### src/rtl/viterbi_rate_sched.sv
// Frame controller for the puncture/speed-map stage ahead of the Viterbi decoder:
// takes one frame descriptor at a time, gates symbol pairs into the speed map, reports completion.
module viterbi_rate_sched #(
   parameter int unsigned P_LEN_W     = 16,
   parameter int unsigned P_MAX_SPEED = 8,
   parameter int unsigned P_FLUSH     = 1
) (
   input  logic               i_clk,
   input  logic               i_reset_n,
   input  logic [7:0]         i_cfg_speed,
   input  logic [P_LEN_W-1:0] i_cfg_len,
   input  logic               i_cfg_valid,
   output logic               o_cfg_ready,
   input  logic               i_abort,
   input  logic [1:0]         i_data,
   input  logic               i_valid,
   output logic               o_ready,
   output logic [1:0]         o_map_data,
   output logic               o_map_valid,
   output logic               o_map_reset,
   output logic [7:0]         o_speed,
   output logic               o_busy,
   output logic               o_frame_done,
   output logic               o_err
);

   localparam int unsigned        FLUSH_W    = (P_FLUSH > 1) ? $clog2(P_FLUSH) : 1;
   localparam logic [7:0]         MAX_SPEED  = 8'(P_MAX_SPEED);
   localparam logic [FLUSH_W-1:0] FLUSH_LOAD = (P_FLUSH > 0) ? FLUSH_W'(P_FLUSH - 1) : '0;
   localparam logic [P_LEN_W-1:0] CNT_ONE    = P_LEN_W'(1);

   typedef enum logic [1:0] {StIdle, StLoad, StRun, StFlush} state_t;

   state_t               r_state, w_state_nxt;
   logic [P_LEN_W-1:0]   r_cnt, w_cnt_nxt;
   logic [7:0]           r_speed, w_speed_nxt;
   logic [FLUSH_W-1:0]   r_flush_cnt, w_flush_nxt;
   logic [1:0]           r_map_data, w_map_data_nxt;
   logic                 r_map_valid, w_map_valid_nxt;
   logic                 r_map_reset, w_map_reset_nxt;
   logic                 r_frame_done, w_done_nxt;
   logic                 r_err, w_err_nxt;

   logic                 w_beat;
   logic                 w_abort;
   logic                 w_speed_bad;

   assign w_beat      = i_valid && (r_state == StRun);
   assign w_abort     = i_abort && (r_state != StIdle);
   assign w_speed_bad = (i_cfg_speed == 8'd0) || (i_cfg_speed > MAX_SPEED);

   always_comb begin
      w_state_nxt     = r_state;
      w_cnt_nxt       = r_cnt;
      w_speed_nxt     = r_speed;
      w_flush_nxt     = r_flush_cnt;
      w_map_data_nxt  = w_beat ? i_data : r_map_data;
      w_map_valid_nxt = w_beat;
      w_map_reset_nxt = 1'b0;
      w_done_nxt      = 1'b0;
      w_err_nxt       = 1'b0;

      case (r_state)
         StIdle: begin
            if (i_cfg_valid) begin
               if (w_speed_bad) begin
                  w_err_nxt = 1'b1;
               end else begin
                  // A zero-length frame still counts as accepted, so its speed sticks.
                  w_speed_nxt = i_cfg_speed;
                  if (i_cfg_len == '0) begin
                     w_done_nxt = 1'b1;
                  end else begin
                     w_cnt_nxt       = i_cfg_len;
                     w_state_nxt     = StLoad;
                     w_map_reset_nxt = 1'b1;
                  end
               end
            end
         end
         StLoad: begin
            w_state_nxt = StRun;
         end
         StRun: begin
            if (w_beat) begin
               w_cnt_nxt = r_cnt - CNT_ONE;
               if (r_cnt == CNT_ONE) begin
                  if (P_FLUSH == 0) begin
                     w_state_nxt = StIdle;
                     w_done_nxt  = 1'b1;
                  end else begin
                     w_state_nxt = StFlush;
                     w_flush_nxt = FLUSH_LOAD;
                  end
               end
            end
         end
         StFlush: begin
            if (r_flush_cnt == '0) begin
               w_state_nxt = StIdle;
               w_done_nxt  = 1'b1;
            end else begin
               w_flush_nxt = r_flush_cnt - 1'b1;
            end
         end
         default: begin
            w_state_nxt = StIdle;
         end
      endcase

      // Abort overrides any completion decided above; a beat taken this cycle still goes out.
      if (w_abort) begin
         w_state_nxt     = StIdle;
         w_cnt_nxt       = '0;
         w_map_reset_nxt = 1'b1;
         w_done_nxt      = 1'b0;
      end
   end

   always_ff @(posedge i_clk or negedge i_reset_n) begin
      if (!i_reset_n) begin
         r_state      <= StIdle;
         r_cnt        <= '0;
         r_speed      <= 8'd1;
         r_flush_cnt  <= '0;
         r_map_data   <= 2'b00;
         r_map_valid  <= 1'b0;
         r_map_reset  <= 1'b0;
         r_frame_done <= 1'b0;
         r_err        <= 1'b0;
      end else begin
         r_state      <= w_state_nxt;
         r_cnt        <= w_cnt_nxt;
         r_speed      <= w_speed_nxt;
         r_flush_cnt  <= w_flush_nxt;
         r_map_data   <= w_map_data_nxt;
         r_map_valid  <= w_map_valid_nxt;
         r_map_reset  <= w_map_reset_nxt;
         r_frame_done <= w_done_nxt;
         r_err        <= w_err_nxt;
      end
   end

   assign o_cfg_ready  = (r_state == StIdle);
   assign o_ready      = (r_state == StRun);
   assign o_busy       = (r_state != StIdle);
   assign o_map_data   = r_map_data;
   assign o_map_valid  = r_map_valid;
   assign o_map_reset  = r_map_reset;
   assign o_speed      = r_speed;
   assign o_frame_done = r_frame_done;
   assign o_err        = r_err;

   a_run_cnt_nonzero : assert property (@(posedge i_clk) disable iff (!i_reset_n)
      (r_state == StRun) |-> (r_cnt != '0));
   a_load_resets_map : assert property (@(posedge i_clk) disable iff (!i_reset_n)
      (r_state == StLoad) |-> r_map_reset);
   a_done_err_excl : assert property (@(posedge i_clk) disable iff (!i_reset_n)
      !(r_frame_done && r_err));

endmodule

### config.mk
export PLATFORM = sky130hd
export DESIGN_NAME = viterbi_rate_sched
export DESIGN_NICKNAME = d
export VERILOG_FILES = /design/src/rtl/viterbi_rate_sched.sv
export SDC_FILE = /design/constraint.sdc
export NUM_CORES = 1
export LEC_CHECK = 0
export CAP_MARGIN = 30
export CORE_MARGIN = 2
export CORE_UTILIZATION = 50
export CTS_CLUSTER_DIAMETER = 200
export CTS_CLUSTER_SIZE = 40
export DETAILED_ROUTE_END_ITERATION = 8
export PLACE_DENSITY = 0.82
export SLEW_MARGIN = 0
export SYNTH_ARGS = -nofsm -noshare
export SYNTH_HDL_FRONTEND = slang
export SYNTH_SLANG_ARGS = --single-unit
### constraint.sdc
create_clock -name i_clk -period 5.72 [get_ports i_clk]
set_input_delay 0.572 -clock i_clk [delete_from_list [all_inputs] [get_ports i_clk]]
set_output_delay 0.572 -clock i_clk [all_outputs]
set_load 0.01 [all_outputs]
# Word-level counts from Yosys, hierarchy flattened
# Index checks and enable logic that the tools add are counted.
# Widths: inputs -> output; s select.
# totals
regBits	33
input_bits	31
elab_cells	70
# classes
addsub	2
n_lt_le_gt_ge	1
n_eq_ne	12
n_mux	32
bitwise_logic	1
reduce_logical	13
# op_table
op	n
$mux 16	5
$pmux 16 s2	1
$eq 16x1->1 const B	1
$logic_not 16->1	1
$mux 1	16
$sub 16x1->16 const B	1
$mux 2	7
$ne 3x3->1 const B	3
$gt 8x4->1 const B	1
$logic_not 8->1	1
$pmux 2 s4	1
$ne 3x1->1 const B	2
$reduce_and 3->1	2
$reduce_and 6->1	1
$reduce_and 5->1	1
$eq 2x2->1 const B	2
$ne 2x1->1 const B	2
$pmux 1 s2	2
$reduce_bool 2->1	2
$ne 3x2->1 const B	1
$reduce_bool 3->1	1
$eq 2x1->1 const B	1
$logic_and 1x1->1	2
$logic_not 2->1	1
3 further kinds	3

# Longest topological paths before layout
# logic_depth
depth_word	6
ltp_mapped	9

# Worst setup path after synthesis
# No wires, ideal clock.
# synth_path
kind	register -> register
from	reg r_state[0]
to	reg r_cnt[11]
setup_ns	0.121
arrival_time_ns	2.191
required_ns	5.599
path_slack_ns	3.408
path_stages_with_launch	10
period_less_slack_ns	2.312
path_cell_list	dfrtp_1 -> inv_1 -> ha_1 -> clkbuf_1 -> inv_1 -> a31oi_1 -> a2111o_1 -> or2_1 -> buf_6 -> a22o_1
# synth_lines
item	line	rtl
start: declaration	34	state_t r_state, w_state_nxt;
start signal: assignment	122	r_state <= StIdle;
start signal: assignment	132	r_state <= w_state_nxt;
$logic_not 2->1 *	n/a	
via o_cfg_ready	13	output logic o_cfg_ready,
$ne 3x3->1 (no source line), or another cell as far along	n/a	
$reduce_and 5->1 (no source line) or $mux 16 (tied branches)	n/a	
end signal: assignment	133	r_cnt <= w_cnt_nxt;
end: declaration	35	logic [P_LEN_W-1:0] r_cnt, w_cnt_nxt;
# The timed path passes the listed nets; every way through them passes the cells marked *.
# A chain may end at the register's enable or synchronous reset.

# Worst setup path after layout
# layout_path
from	reg r_state[0]
to	reg r_cnt[1]
# layout_via
elab_chain_cells	4
# layout_rtl
item	line
$eq 2x2->1 or $reduce_bool 2->1 (tied branches)	48, 63, 49
$logic_and 1x1->1 (on tied branches)	48, 49
$ne 3x1->1 (no source line), or another cell as far along	n/a
$reduce_and 5->1 (no source line)	n/a
# Parallel ways exist; a longest one is shown, timed or not.

==> out/qor.txt <==
CTS Buffer Depth = 2
Number of remaining DRC errors = 0
Design area = 2420 µm²
Crit Path Class = flop to flop
Clock sink count = 32
Die width = 64.4 µm
Worst-skew pair later-pin latency = 0.34 ns
Post-synth ARST share = 100%
GRT overflow = 0
Top cell type's share of synthesized area = 42.6%
# Max-Cap Violations = 0
Die height = 64.4 µm
Crit. End Element = flop
Post-synth EDFFs = 0
Vias per inst = 5.93
Num rows = 21
Total chip power = 1140 µW
Ports = 48
Clock skew = 0.0130 ns
Part of the power in registers = 32.1%
Net Sw Frac = 41.6%
Die area = 4140 µm²
I/O Buffers = 47
Most common cell after layout, fill and taps aside = clkdlybuf4s50_1
Final Hold Vio Count = 0
Fmax = 0.317 GHz
Core Area = 3420 µm²
Layout Nets = 271
First-pass GRT wire length = 7.94 mm
Routed vias = 1673
Synthesized area per cell = 9.85 µm²
Max rail drop VDD = 255 µV
Antenna-violating nets left = 0
CTS H-tree lvls = 2
Placed cell areas = 2340 µm²
Worst EP required = 6.00 ns
Total CTS buffers = 5
Hold Path Class = flop to flop
First drt pass iteration count = 4
Drt total wl = 4.70 mm
Fin crit share = 55.2%
Final GP Congestion = 0.941
Vias in the first global route = 1664
Dpl hpwl = 3.52 mm
Layout cell share with drive strength beyond 1 = 11.4%
Tot GR Track Use = 25.1%
Fill cells = 275
Setup TNS Final = 0 ns
Ys Warns = 0
Worst EP arrival = 3.43 ns
Post CTS Setup Buffer Count = 0
Sequential area share after synthesis = 44.0%
Leakage power = 0.00101 µW
Largest net degree at the start of global routing = 33
Min cycle time layout = 3.16 ns
Worst Setup Start Kind = flop
Syn_nets = 221
Clock transition at path regs = 0.11 ns
Clock root cell = clkbuf_4
Logic gate share of total power = 52.7%
Clock share of power = 15.2%
RSZ-0062 raised after global routing = no
Post-Syn Instances = 185
Rel. slew slack = 34.4%
Mapped Area = 1820 µm²
PD cells = 472 nW/µm²
CTS tree = built
Psw = 474 µW
Synth cell types = 46
Placed cells = 274
Post-cts sizing count = 0
CTS Hold Bufs = 0
Commonest cells after routing, fill and taps aside = clkdlybuf4s50_1 (47), dfrtp_1 (31), nor2_1 (17)
R2r setup slk = 2.56 ns
DRT iter0 DRCs = 104
Max FO, Critical Path = 30
Final instance count without filler cells = 282
Initial antenna violation count = 0
Area growth, synth to finish = 32.5%
Final setup violating endpoints = 0
Synth area leaders = dfrtp_1 (43%), mux2_2 (4.9%), a22o_1 (4.3%)
Starting density of the core = 53.4%
Worst-Margin Slew = 0.984 ns
Status = finished clean
Drt wl/cell = 16.7 µm
Slew Viols, Final = 0
Antenna Cells = 0
WHS = 0.508 ns
Top FF cell, synth = dfrtp_1
Area leader, netlist = dfrtp_1
Seq cells post-synth = 32
P_int = 665 µW
[cell type report]
| type | instances | area [µm²] | area share, % |
|---|---|---|---|
| Tap cell | 46 | 57.6 | 2.38 |
| Inverter | 8 | 30.0 | 1.24 |
| Timing Repair Buffer | 49 | 485 | 20.1 |
| Multi-Input combinational cell | 139 | 961 | 39.8 |
| Clock buffer | 5 | 37.5 | 1.55 |
| Sequential cell | 32 | 802 | 33.2 |
| Clock inverter | 3 | 42.5 | 1.76 |
[Yosys cell counts (all sizes together), types with 2 or more instances]
cell     count
a21oi        6
a22o        10
a31oi        6
and2         6
buf          2
clkbuf       4
dfrtp       31
ha           5
inv          8
mux2         8
nand2       11
nand3        5
nand4        3
nor2        17
nor3         6
nor4         9
o21a         2
o21ai        8
o2bb2ai      3
o31ai        5
or2          3
or3          2
or4          3
xnor2        2
xor2         4
[through the flow]
step	setup WS (ns)	util (%)
floorplan	3.41	-
global placement	2.79	68.4
detailed placement	2.64	68.4
CTS	2.59	70.7
global route	2.25	70.7
finish	2.56	70.7
[worst paths after layout]
check                                            start                      to  cells after the start
worst max-delay path            r_state[0]$_DFFE_PN0P_    r_cnt[1]$_DFFE_PN0P_                      7
worst min-delay path            o_speed[5]$_DFFE_PN0P_  o_speed[5]$_DFFE_PN0P_                      1
worst max register to register  r_state[0]$_DFFE_PN0P_    r_cnt[1]$_DFFE_PN0P_                      7
worst min register to register  o_speed[5]$_DFFE_PN0P_  o_speed[5]$_DFFE_PN0P_                      1
max in group asynchronous                    i_reset_n  o_speed[0]$_DFFE_PN1P_                      2
min in group asynchronous                    i_reset_n         o_err$_DFF_PN0_                      2
[per-layer routing]
metal / vias to the layer above / routed length, µm / GRT usage, %
li1: 798 / - / -
met1: 815 / 2010 / 31.2
met2: 53 / 2360 / 43.6
met3: 7 / 275 / 5.11
met4: 0 / 57 / 8.24
met5: - / 0 / 0
[power by group through the flow]
stage / Sequential (µW) / Clock [µW] / Combinational (µW)
2_1_floorplan: 365 / 0 / 401
3_3_place_gp: 362 / 0 / 571
3_5_place_dp: 367 / 0 / 592
4_1_cts: 363 / 175 / 597
5_1_grt: 375 / 185 / 664
6_report: 365 / 173 / 601
[worst max-delay path: stages, from the launching register on]
cell      delay, ns
dfrtp_1        0.42
inv_1          0.09
ha_1           0.81
inv_1          0.37
nor3_1         0.44
a2111o_1       0.28
or2_1          0.45
a22o_1         0.23
[sequential cells by signal, indices dropped and copies added, names as in the netlist]
register and cells:
o_speed 8, o_frame_done 1, o_map_valid 1, o_map_reset 1, o_err 1, r_state 2, r_cnt 16, o_map_data 2
[kinds of logic (layout without fill, tap and decap cells)]
group,count (synthesis),count (layout),synth area share (%)
mux,9,9,5.49
buf+inv,14,65,3.29
fa+ha+maj,5,5,3.43
flops,32,32,44.0
simple gates,72,72,21.6
compound gates,47,47,19.4
xor+xnor,6,6,2.88
(Power assumes the default switching activity.)
